## src/rtl/ahb_lite_master_pkg.sv

```systemverilog
// Shared AHB-lite encodings and bus-sequencing state type for the master bridge.
package ahb_lite_master_pkg;

   localparam int          WORD_WIDTH    = 32;

   localparam logic [1:0]  HTRANS_IDLE   = 2'b00;
   localparam logic [1:0]  HTRANS_NONSEQ = 2'b10;

   localparam logic        HRESP_OKAY    = 1'b0;
   localparam logic        HRESP_ERROR   = 1'b1;

   localparam logic [2:0]  HBURST_SINGLE = 3'b000;

   localparam logic [2:0]  HSIZE_BYTE    = 3'b000;
   localparam logic [2:0]  HSIZE_HALF    = 3'b001;
   localparam logic [2:0]  HSIZE_WORD    = 3'b010;

   typedef enum logic [1:0] {
      ST_RUN     = 2'd0,
      ST_ERR2    = 2'd1,
      ST_TO_IDLE = 2'd2
   } bus_state_t;

endpackage

```

## src/rtl/ahb_lite_master_if.sv

```systemverilog
// Core request/response handshake plus AHB-lite master signals.
interface ahb_lite_master_if;
   import ahb_lite_master_pkg::*;

   logic                  req_valid;
   logic                  req_ready;
   logic                  req_write;
   logic [WORD_WIDTH-1:0] req_addr;
   logic [2:0]            req_size;
   logic [WORD_WIDTH-1:0] req_wdata;

   logic                  rsp_valid;
   logic [WORD_WIDTH-1:0] rsp_rdata;
   logic                  rsp_err;

   logic [WORD_WIDTH-1:0] HADDR;
   logic                  HWRITE;
   logic [2:0]            HSIZE;
   logic [2:0]            HBURST;
   logic [1:0]            HTRANS;
   logic                  HMASTLOCK;
   logic [WORD_WIDTH-1:0] HWDATA;
   logic [WORD_WIDTH-1:0] HRDATA;
   logic                  HREADY;
   logic                  HRESP;

   modport master (
      input  req_valid, req_write, req_addr, req_size, req_wdata,
      input  HRDATA, HREADY, HRESP,
      output req_ready, rsp_valid, rsp_rdata, rsp_err,
      output HADDR, HWRITE, HSIZE, HBURST, HTRANS, HMASTLOCK, HWDATA
   );

   modport slave (
      output req_valid, req_write, req_addr, req_size, req_wdata,
      output HRDATA, HREADY, HRESP,
      input  req_ready, rsp_valid, rsp_rdata, rsp_err,
      input  HADDR, HWRITE, HSIZE, HBURST, HTRANS, HMASTLOCK, HWDATA
   );

endinterface

```

## src/rtl/ahb_master_timeout.sv

```systemverilog
// Saturating wait-state counter; expire flags the edge at which the count reaches TIMEOUT.
module ahb_master_timeout #(
   parameter int TIMEOUT = 255
) (
   input  logic clk,
   input  logic rst,
   input  logic en,
   input  logic clr,
   output logic expire
);

   localparam int            CW    = (TIMEOUT < 2) ? 1 : $clog2(TIMEOUT + 1);
   localparam logic [CW-1:0] LIMIT = CW'(TIMEOUT);

   logic [CW-1:0] count;

   // Count consecutive stalled cycles, hold at LIMIT, restart on any ready cycle.
   always_ff @(posedge clk) begin
      if (rst) begin
         count <= '0;
      end else if (clr) begin
         count <= '0;
      end else if (en && (count != LIMIT)) begin
         count <= count + 1'b1;
      end
   end

   assign expire = (TIMEOUT != 0) && en && (count == LIMIT - 1'b1);

endmodule

```

## src/rtl/ahb_lite_master.sv

```systemverilog
// AHB-lite master bridge: pipelined A (address) and D (data) stages with error and
// stuck-slave recovery.
//
//   state      | meaning
//   -----------+-----------------------------------------------------------
//   ST_RUN     | normal pipelining; HTRANS follows A occupancy
//   ST_ERR2    | second HRESP error cycle; HTRANS=IDLE, A held for re-issue
//   ST_TO_IDLE | one idle cycle after a timeout abandons D; A held
module ahb_lite_master
   import ahb_lite_master_pkg::*;
#(
   parameter int TIMEOUT = 255
) (
   input logic               clk,
   input logic               rst,
   ahb_lite_master_if.master bus
);

   bus_state_t state, state_nxt;

   logic                  a_valid, a_write;
   logic [WORD_WIDTH-1:0] a_addr, a_wdata;
   logic [2:0]            a_size;
   logic                  d_valid, d_write;
   logic [WORD_WIDTH-1:0] hwdata_q;
   logic                  rsp_valid_q, rsp_err_q;
   logic [WORD_WIDTH-1:0] rsp_rdata_q;

   logic err1, adv, a_go, idle_slot, accept, expire, to_hit;

   assign idle_slot = (state != ST_RUN);
   assign err1      = d_valid && !bus.HREADY && (bus.HRESP == HRESP_ERROR);
   assign adv       = bus.HREADY && !err1;
   // A only advances if it was really presented on the bus this cycle.
   assign a_go      = adv && !idle_slot;
   assign accept    = bus.req_valid && bus.req_ready;
   assign to_hit    = d_valid && expire;

   assign bus.req_ready = !a_valid || a_go;

   ahb_master_timeout #(.TIMEOUT(TIMEOUT)) u_timeout (
      .clk    (clk),
      .rst    (rst),
      .en     (d_valid && !bus.HREADY),
      .clr    (bus.HREADY),
      .expire (expire)
   );

   // Bus-sequencing state register.
   always_ff @(posedge clk) begin
      if (rst) state <= ST_RUN;
      else     state <= state_nxt;
   end

   // Next-state: timeout beats error handling; ERR2 ends on the ready error cycle.
   always_comb begin
      state_nxt = state;
      unique case (state)
         ST_RUN: begin
            if (to_hit)    state_nxt = ST_TO_IDLE;
            else if (err1) state_nxt = ST_ERR2;
         end
         ST_ERR2: begin
            if (to_hit)           state_nxt = ST_TO_IDLE;
            else if (bus.HREADY)  state_nxt = ST_RUN;
         end
         ST_TO_IDLE: state_nxt = ST_RUN;
         default:    state_nxt = ST_RUN;
      endcase
   end

   // A/D pipeline, write-data register and completion capture.
   always_ff @(posedge clk) begin
      if (rst) begin
         a_valid     <= 1'b0;
         a_write     <= 1'b0;
         a_addr      <= '0;
         a_size      <= HSIZE_WORD;
         a_wdata     <= '0;
         d_valid     <= 1'b0;
         d_write     <= 1'b0;
         hwdata_q    <= '0;
         rsp_valid_q <= 1'b0;
         rsp_err_q   <= 1'b0;
         rsp_rdata_q <= '0;
      end else begin
         rsp_valid_q <= 1'b0;
         if (to_hit) begin
            rsp_valid_q <= 1'b1;
            rsp_err_q   <= 1'b1;
            rsp_rdata_q <= '0;
            d_valid     <= 1'b0;
         end else if (d_valid && bus.HREADY) begin
            rsp_valid_q <= 1'b1;
            rsp_err_q   <= (bus.HRESP == HRESP_ERROR);
            rsp_rdata_q <= d_write ? '0 : bus.HRDATA;
            d_valid     <= 1'b0;
         end
         if (a_go) begin
            d_valid <= a_valid;
            d_write <= a_write;
            if (a_valid) hwdata_q <= a_wdata;
         end
         if (accept) begin
            a_valid <= 1'b1;
            a_write <= bus.req_write;
            a_addr  <= bus.req_addr;
            a_size  <= bus.req_size;
            a_wdata <= bus.req_wdata;
         end else if (a_go) begin
            a_valid <= 1'b0;
         end
      end
   end

   assign bus.HTRANS    = (a_valid && !idle_slot) ? HTRANS_NONSEQ : HTRANS_IDLE;
   assign bus.HADDR     = a_addr;
   assign bus.HWRITE    = a_write;
   assign bus.HSIZE     = a_size;
   assign bus.HBURST    = HBURST_SINGLE;
   assign bus.HMASTLOCK = 1'b0;
   assign bus.HWDATA    = hwdata_q;
   assign bus.rsp_valid = rsp_valid_q;
   assign bus.rsp_rdata = rsp_rdata_q;
   assign bus.rsp_err   = rsp_err_q;

endmodule
```

## src/flat_wrapper.sv

```systemverilog
// flat-port wrapper written by rule: the top's interface ports become plain ports
module ahb_lite_master_flat import ahb_lite_master_pkg::*;
#(
   parameter int TIMEOUT = 255
)
  (clk, rst, bus_req_valid, bus_req_write, bus_req_addr, bus_req_size, bus_req_wdata, bus_HRDATA, bus_HREADY, bus_HRESP, bus_req_ready, bus_rsp_valid, bus_rsp_rdata, bus_rsp_err, bus_HADDR, bus_HWRITE, bus_HSIZE, bus_HBURST, bus_HTRANS, bus_HMASTLOCK, bus_HWDATA);
  ahb_lite_master_if bus_i ();
  input logic clk;
  input logic rst;
  input wire logic [$bits(bus_i.req_valid)-1:0] bus_req_valid;
  input wire logic [$bits(bus_i.req_write)-1:0] bus_req_write;
  input wire logic [$bits(bus_i.req_addr)-1:0] bus_req_addr;
  input wire logic [$bits(bus_i.req_size)-1:0] bus_req_size;
  input wire logic [$bits(bus_i.req_wdata)-1:0] bus_req_wdata;
  input wire logic [$bits(bus_i.HRDATA)-1:0] bus_HRDATA;
  input wire logic [$bits(bus_i.HREADY)-1:0] bus_HREADY;
  input wire logic [$bits(bus_i.HRESP)-1:0] bus_HRESP;
  output wire logic [$bits(bus_i.req_ready)-1:0] bus_req_ready;
  output wire logic [$bits(bus_i.rsp_valid)-1:0] bus_rsp_valid;
  output wire logic [$bits(bus_i.rsp_rdata)-1:0] bus_rsp_rdata;
  output wire logic [$bits(bus_i.rsp_err)-1:0] bus_rsp_err;
  output wire logic [$bits(bus_i.HADDR)-1:0] bus_HADDR;
  output wire logic [$bits(bus_i.HWRITE)-1:0] bus_HWRITE;
  output wire logic [$bits(bus_i.HSIZE)-1:0] bus_HSIZE;
  output wire logic [$bits(bus_i.HBURST)-1:0] bus_HBURST;
  output wire logic [$bits(bus_i.HTRANS)-1:0] bus_HTRANS;
  output wire logic [$bits(bus_i.HMASTLOCK)-1:0] bus_HMASTLOCK;
  output wire logic [$bits(bus_i.HWDATA)-1:0] bus_HWDATA;
  assign bus_i.req_valid = bus_req_valid;
  assign bus_i.req_write = bus_req_write;
  assign bus_i.req_addr = bus_req_addr;
  assign bus_i.req_size = bus_req_size;
  assign bus_i.req_wdata = bus_req_wdata;
  assign bus_i.HRDATA = bus_HRDATA;
  assign bus_i.HREADY = bus_HREADY;
  assign bus_i.HRESP = bus_HRESP;
  assign bus_req_ready = bus_i.req_ready;
  assign bus_rsp_valid = bus_i.rsp_valid;
  assign bus_rsp_rdata = bus_i.rsp_rdata;
  assign bus_rsp_err = bus_i.rsp_err;
  assign bus_HADDR = bus_i.HADDR;
  assign bus_HWRITE = bus_i.HWRITE;
  assign bus_HSIZE = bus_i.HSIZE;
  assign bus_HBURST = bus_i.HBURST;
  assign bus_HTRANS = bus_i.HTRANS;
  assign bus_HMASTLOCK = bus_i.HMASTLOCK;
  assign bus_HWDATA = bus_i.HWDATA;
  ahb_lite_master #(.TIMEOUT(TIMEOUT)) u_core (.clk(clk), .rst(rst), .bus(bus_i));
endmodule
```

## config.mk

```make
export PLATFORM = sky130hd
export DESIGN_NAME = ahb_lite_master_flat
export DESIGN_NICKNAME = d
export VERILOG_FILES = /design/src/rtl/ahb_lite_master_pkg.sv /design/src/rtl/ahb_lite_master_if.sv /design/src/rtl/ahb_master_timeout.sv /design/src/rtl/ahb_lite_master.sv /design/src/flat_wrapper.sv
export SDC_FILE = /design/constraint.sdc
export NUM_CORES = 1
export LEC_CHECK = 0
export ABC_CLOCK_PERIOD_IN_PS = 1800
export BUFFER_PORTS_ARGS = -buffer_cell sky130_fd_sc_hd__buf_2
export CORE_MARGIN = 8
export CORE_UTILIZATION = 45
export CTS_CLUSTER_SIZE = 20
export DETAILED_ROUTE_END_ITERATION = 8
export PLACE_DENSITY = 0.77
export REMOVE_ABC_BUFFERS = 1
export SLEW_MARGIN = 25
export SYNTH_ARGS = -nofsm -noshare
export SYNTH_HDL_FRONTEND = slang
export SYNTH_SLANG_ARGS = --single-unit
```

## constraint.sdc

```tcl
create_clock -name clk -period 1.8 [get_ports clk]
set_clock_uncertainty 0.2 [all_clocks]
set_input_delay 0.18 -clock clk [delete_from_list [all_inputs] [get_ports clk]]
set_output_delay 0.18 -clock clk [all_outputs]
set_load 0.01 [all_outputs]
```

---- After elaboration in Yosys (flattened, before gate mapping) ----
Index checks and enable logic that the tools add are counted.
storage, ports and cells
  register bits ........................... 147
  bits in latches ......................... 0
  memory bits (writable) .................. 0
  bits in read-only memories .............. 0
  input bits .............................. 105
  output and inout bits ................... 109
  word-level logic and storage cells ...... 59
  memories kept ........................... 0
cells by class
  add/sub/neg operators ................... 1
  $mul .................................... 0
  div/mod/pow operators ................... 0
  magnitude comparators ................... 0
  equality and inequality tests ........... 5
  shift operators ......................... 0
  mux-type cells .......................... 16
  bitwise logic cells ..................... 0
  reductions and logical operators ........ 24
operators with widths
  kind                 number
  $mux 32              1
  $logic_and 1x1->1    10
  $mux 2               5
  $mux 1               9
  $add 8x1->8 const B  1
  $eq 8x8->1 const B   1
  $ne 8x8->1 const B   1
  $reduce_bool 2->1    3
  $logic_not 1->1      4
  $pmux 2 s2           1
  $reduce_and 2->1     2
  $reduce_or 2->1      2
  $ne 3x1->1 const B   1
  $ne 3x2->1 const B   1
  $reduce_bool 3->1    1
  $eq 2x1->1 const B   1
  $logic_not 2->1      1
  $logic_or 1x1->1     1

---- Depth between registers and ports, before layout ----
  depth in word-level cells ............... 9
  gate-level depth with buffers ........... 7

---- Cells and area by module ----
Synthesis repeated with hierarchy kept, for this count alone.
second synthesis, totals
  cells, all modules ...................... 668
  area, all modules ....................... 6189.7 µm²
modules (own cells, without submodules)
  module              instances  cells each  area each (µm²)  sequential area each (µm²)
  ahb_lite_master     1          617         5730.5           2782.7
  ahb_master_timeout  1          51          459.2            160.2

---- Worst setup path after synthesis ----
Ideal clock, no wire load.
  path kind ............................... register to register
  from .................................... register u_core.state[1]
  to ...................................... register u_core.a_size[1], in the netlist u_core.bus.HSIZE[1]
  arrival ................................. 1.467 ns
  slack ................................... 0.061 ns
  stages on the path, launching flop included .. 7
  buffers on the path ..................... 3
  period minus slack after synthesis ...... 1.739 ns
  cell sequence ........................... dfxtp_1 > or3b_4 > a21boi_1 > buf_4 > buf_8 > buf_12 > mux2i_1
between the ends
  cells in the longest elaborated chain, start to end .. 5
RTL lines
  item                      RTL line                RTL
  start: declaration        ahb_lite_master.sv:19   bus_state_t state, state_nxt;
  start signal: assignment  ahb_lite_master.sv:52   else state <= state_nxt;
  $reduce_bool 2->1         ahb_lite_master.sv:31   assign idle_slot = (state != ST_RUN);
  $logic_not 1->1           ahb_lite_master.sv:35   assign a_go = adv && !idle_slot;
  $logic_and 1x1->1         ahb_lite_master.sv:35
  $logic_or 1x1->1          ahb_lite_master.sv:39   assign bus.req_ready = !a_valid || a_go;
  $logic_and 1x1->1         ahb_lite_master.sv:36   assign accept = bus.req_valid && bus.req_ready;
  end signal: assignment    ahb_lite_master.sv:108  a_size <= bus.req_size;
  end: declaration          ahb_lite_master.sv:23   logic [2:0] a_size;
No other way between the ends.
A chain may end at the register's enable or synchronous reset.

---- Final worst setup path ----
  from .................................... register u_core.state[1]
  to ...................................... register u_core.a_addr[27], in the netlist u_core.bus.HADDR[27]
between the ends
  cells in the longest elaborated chain, start to end .. 5
RTL lines
  item                    RTL line                RTL
  $reduce_bool 2->1       ahb_lite_master.sv:31
  $logic_not 1->1         ahb_lite_master.sv:35
  $logic_and 1x1->1       ahb_lite_master.sv:35
  $logic_or 1x1->1        ahb_lite_master.sv:39
  $logic_and 1x1->1       ahb_lite_master.sv:36
  end signal: assignment  ahb_lite_master.sv:107  a_addr <= bus.req_addr;
  end: declaration        ahb_lite_master.sv:22   logic [WORD_WIDTH-1:0] a_addr, a_wdata;
No other way between the ends.

==> summary by stage <==
Status
The flow ran to the end, and the final reports show no timing, DRC or antenna violations.

Clock network
TritonCTS built the clock tree. The number of buffers created by CTS is 17. Clock tree synthesis found a total of 147 sinks. The clock root buffer master is sky130_fd_sc_hd__clkbuf_16.

The clock-pin slew of the registers on the worst-case setup and hold paths is 0.07 ns. No sink is reached through more buffers than the 2 on the longest clock path. The clock reaches the later pin of the worst-skew pair after 0.42 ns. The H-tree generated during clock tree synthesis spans 4 levels.

Cells and area
The number of fill cells in the layout is 922. In the final layout, the share of cells above drive strength 1 is 0.287. For this run, the share of the core covered by cells in the final layout is 0.704. The flip-flop and latch area is 2950 µm².

The number of antenna diodes in the final layout is 0. The area growth from synthesis to layout is 52.1%. After routing the design area is 8920 µm².

Summing all multi-input logic gate instances after layout gives 2670 µm². The most common cell after layout, fill and taps aside is sky130_fd_sc_hd__nand2_1. After the last flow step, the layout net total stands at around 1,100. In the layout the commonest cells are sky130_fd_sc_hd__nand2_1 (237), sky130_fd_sc_hd__buf_2 (207), sky130_fd_sc_hd__dfxtp_1 (145).

Detailed routing
In the routed design, unresolved DRC markers number 0. The post-detailed-route wirelength per cell is 16.9 µm. The total number of vias is 5,990. The total wire length after detailed routing is 19,600 µm. After the first detailed-routing iteration, the DRC count stood at 294. The pre-antenna-repair detailed-routing pass consisted of 5 iterations.

After detailed routing, the number of vias per cell comes to 5.15. The number of antenna-violating nets in the routed design is 0.

Placed design
The placement-stage cell area is approximately 7200 µm². The count of input and output buffers is 208. The placement-stage worst setup slack is 0.0134 ns. The weighted congestion at the end of routability-driven global placement is between 0.8 and 0.9. After legalization and detailed placement, the total HPWL measured 11,400 µm.

Synth
The total of flip-flops plus latches after synthesis is 147. The number of flops mapped to enable cells by yosys is 0. The most used flip-flop cell after synthesis is sky130_fd_sc_hd__dfxtp_1. The cell count after synthesis came out at 673. For this run, the register share of the synthesized area comes to 0.502.

A synthesized cell averages slightly below 9 µm². The synthesized netlist occupies a cell area of 5860 µm². The share of flip-flops with an asynchronous set or reset after synthesis is 0. The count of different cell masters after synthesis is 35.

For this run, the number of Yosys warnings is 0.

Min path
The startpoint of the tightest hold check path is bus_HREADY. In this run the worst hold path is classified as primary input to flip-flop.

Timing
The clock period minus final worst setup slack is 1.80 ns. Setup repair after global routing could not meet its margin everywhere. The final max-slew violation count came to 0.

Static timing analysis puts the maximum clock frequency at 556 MHz. The final count of negative-setup-slack endpoints is 0. The post-route setup TNS is 0 ns. The hold violation total from the final report came to 0. The final worst slack is 0.00253 ns.

The fraction of the cycle the final worst path needs is 0.999.

Worst setup path
The worst setup path is of the flip-flop to flip-flop kind. Data on the critical path arrives at its endpoint at 1.94 ns. Counting both buffers and inverters, the worst setup path holds a total of 2. Along the worst path, the maximum fanout reaches 12. In this run the critical register-to-register path is launched from u_core.state[1]$_SDFFE_PP0P_.

The setup slack of the worst register-to-register path is 0.003 ns. STA classifies the critical path endpoint as a flip-flop. STA classifies the critical path startpoint as a flip-flop. The family with the most delay on the worst path is simple AND/OR/NAND/NOR gates. The critical path data required time is 1.94 ns. The cell with the biggest individual delay on the critical path is sky130_fd_sc_hd__or3b_4.

On the worst path, the slowest cell contributes a delay of 0.43 ns. Traced cell by cell, the critical path runs through or3b_4 -> a21boi_4 -> buf_12 -> buf_16 -> mux2i_2. The critical path starts at u_core.state[1]$_SDFFE_PP0P_.

Die
The y dimension of the die is 130 µm. The region available for standard cell placement spans 12,700 µm². After floorplanning, the core was divided into 41 placement rows. The die covers 16,900 µm². The floorplan step set the die width to 130 µm. For this design the top-level I/O count stands at 214. The starting density of the core is 0.463.

Pwr
Power comes to 8.05 mW. In this run the power density over the cells is between 900 and 1000 nW/µm². The maximum ir drop on the vdd rail is roughly 0.65 mV. Summed over all cells, the static leakage comes to between 3 and 4 nW.

Run
The max-capacitance violation count is 0.

GRT
The first-pass GRT wire length is 30,300 µm. The number of global-route vias before repair was 6,037. After global routing the overflow that remains totals 0.

The maximum number of pins on one net before global-route repair is 37. In the global route stage, overall resource usage came out at 0.227. The initial antenna violation count is 0.
[power by group]
| part | switching [mW] | internal (mW) | leakage (nW) | total [mW] |
|---|---|---|---|---|
| Clock | 1.43 | 2.18 | 0.291 | 3.61 |
| Combinational | 0.471 | 0.507 | 2.51 | 0.979 |
| Sequential | 0.0765 | 3.39 | 1.20 | 3.46 |
| Total | 1.98 | 6.07 | 4.00 | 8.05 |
[per-layer routing]
metal / vias to the layer above / share of wire / track usage
met3: 40 / 0.11 / 0.0894
li1: 2867 / - / -
met2: 313 / 0.49 / 0.388
met5: - / 0 / 0
met4: 0 / 0.021 / 0.0833
met1: 2770 / 0.38 / 0.250
[state kept, by name (all words and copies together) (netlist names)]
signal / cells
u_core.a_valid: 1
u_core.a_wdata: 32
u_core.bus.HADDR: 32
u_core.bus.HSIZE: 3
u_core.bus.HWDATA: 32
u_core.bus.HWRITE: 1
u_core.bus.rsp_err: 1
u_core.bus.rsp_rdata: 32
u_core.bus.rsp_valid: 1
u_core.d_valid: 1
u_core.d_write: 1
u_core.state: 2
u_core.u_timeout.count: 8
[Yosys cell counts, types with 2 or more instances]
library cell,n,area [µm²]
sky130_fd_sc_hd__nand2_1,238,893
sky130_fd_sc_hd__dfxtp_1,147,2940
sky130_fd_sc_hd__mux2i_1,74,741
sky130_fd_sc_hd__a21oi_1,72,360
sky130_fd_sc_hd__clkbuf_1,46,173
sky130_fd_sc_hd__nand4b_1,33,289
sky130_fd_sc_hd__buf_4,11,82.6
sky130_fd_sc_hd__nand4_1,7,43.8
sky130_fd_sc_hd__nor2_1,5,18.8
sky130_fd_sc_hd__a211oi_1,4,30.0
sky130_fd_sc_hd__o21ai_0,3,15.0
sky130_fd_sc_hd__and4_1,2,17.5
sky130_fd_sc_hd__buf_12,2,40.0
sky130_fd_sc_hd__ha_1,2,25.0
sky130_fd_sc_hd__inv_1,2,7.51
sky130_fd_sc_hd__nand3_1,2,10.0
sky130_fd_sc_hd__nor3_1,2,10.0
sky130_fd_sc_hd__nor3b_1,2,15.0
sky130_fd_sc_hd__nor4_1,2,12.5
sky130_fd_sc_hd__or3_1,2,12.5
[worst min-delay path, cell delays in order]
cell and delay (ns):
sky130_fd_sc_hd__buf_2 0.10, sky130_fd_sc_hd__buf_4 0.17, sky130_fd_sc_hd__or3_1 0.12, sky130_fd_sc_hd__mux2i_1 0.06
[path summary, 6_finish.rpt]
| check | endpoint | depth (start not counted) |
|---|---|---|
| hold / removal | u_core.u_timeout.count[5]$_SDFFE_PP0P_ | 4 |
| hold reg to reg | u_core.bus.rsp_rdata[24]$_SDFFE_PP0P_ | 2 |
| setup reg to reg | u_core.bus.HADDR[27]$_SDFFE_PP0P_ | 5 |
| setup / recovery | u_core.bus.HADDR[27]$_SDFFE_PP0P_ | 5 |
[stage by stage]
step	instances	hold slack, ns
floorplan	617	0.0491
global placement	1026	0.220
detailed placement	1026	0.233
CTS	1161	0.0517
global route	1162	0.0780
finish	1162	0.0654
[area by class of cell]
type                    instances  area share
clock inverters                12      0.0161
clock buffers                  20      0.0523
repair buffers                341       0.277
well taps                     172      0.0241
multi-input cells             467       0.299
flip-flops and latches        147       0.330
inverters                       3     0.00154
[timing repair]
action / 4_1_cts / 5_1_grt
setup buffers: 0 / 0
endpoints found under the hold margin: 110 / 0
pin swaps: 1 / 0
setup endpoints to repair: 2 / 22
hold buffers: 103 / 0
resized for setup: 2 / 8
gates cloned: 0 / 1
[cell families after synthesis]
family / share of synthesized area
AND/OR/NAND/NOR: 0.237
AO/OA/AOI/OAI: 0.0747
other: 0.000640
multiplexers: 0.126
adder cells (fa/ha/maj): 0.00427
buffers and inverters: 0.0549
flip-flops: 0.502
Power figures use the tool's default switching activity.
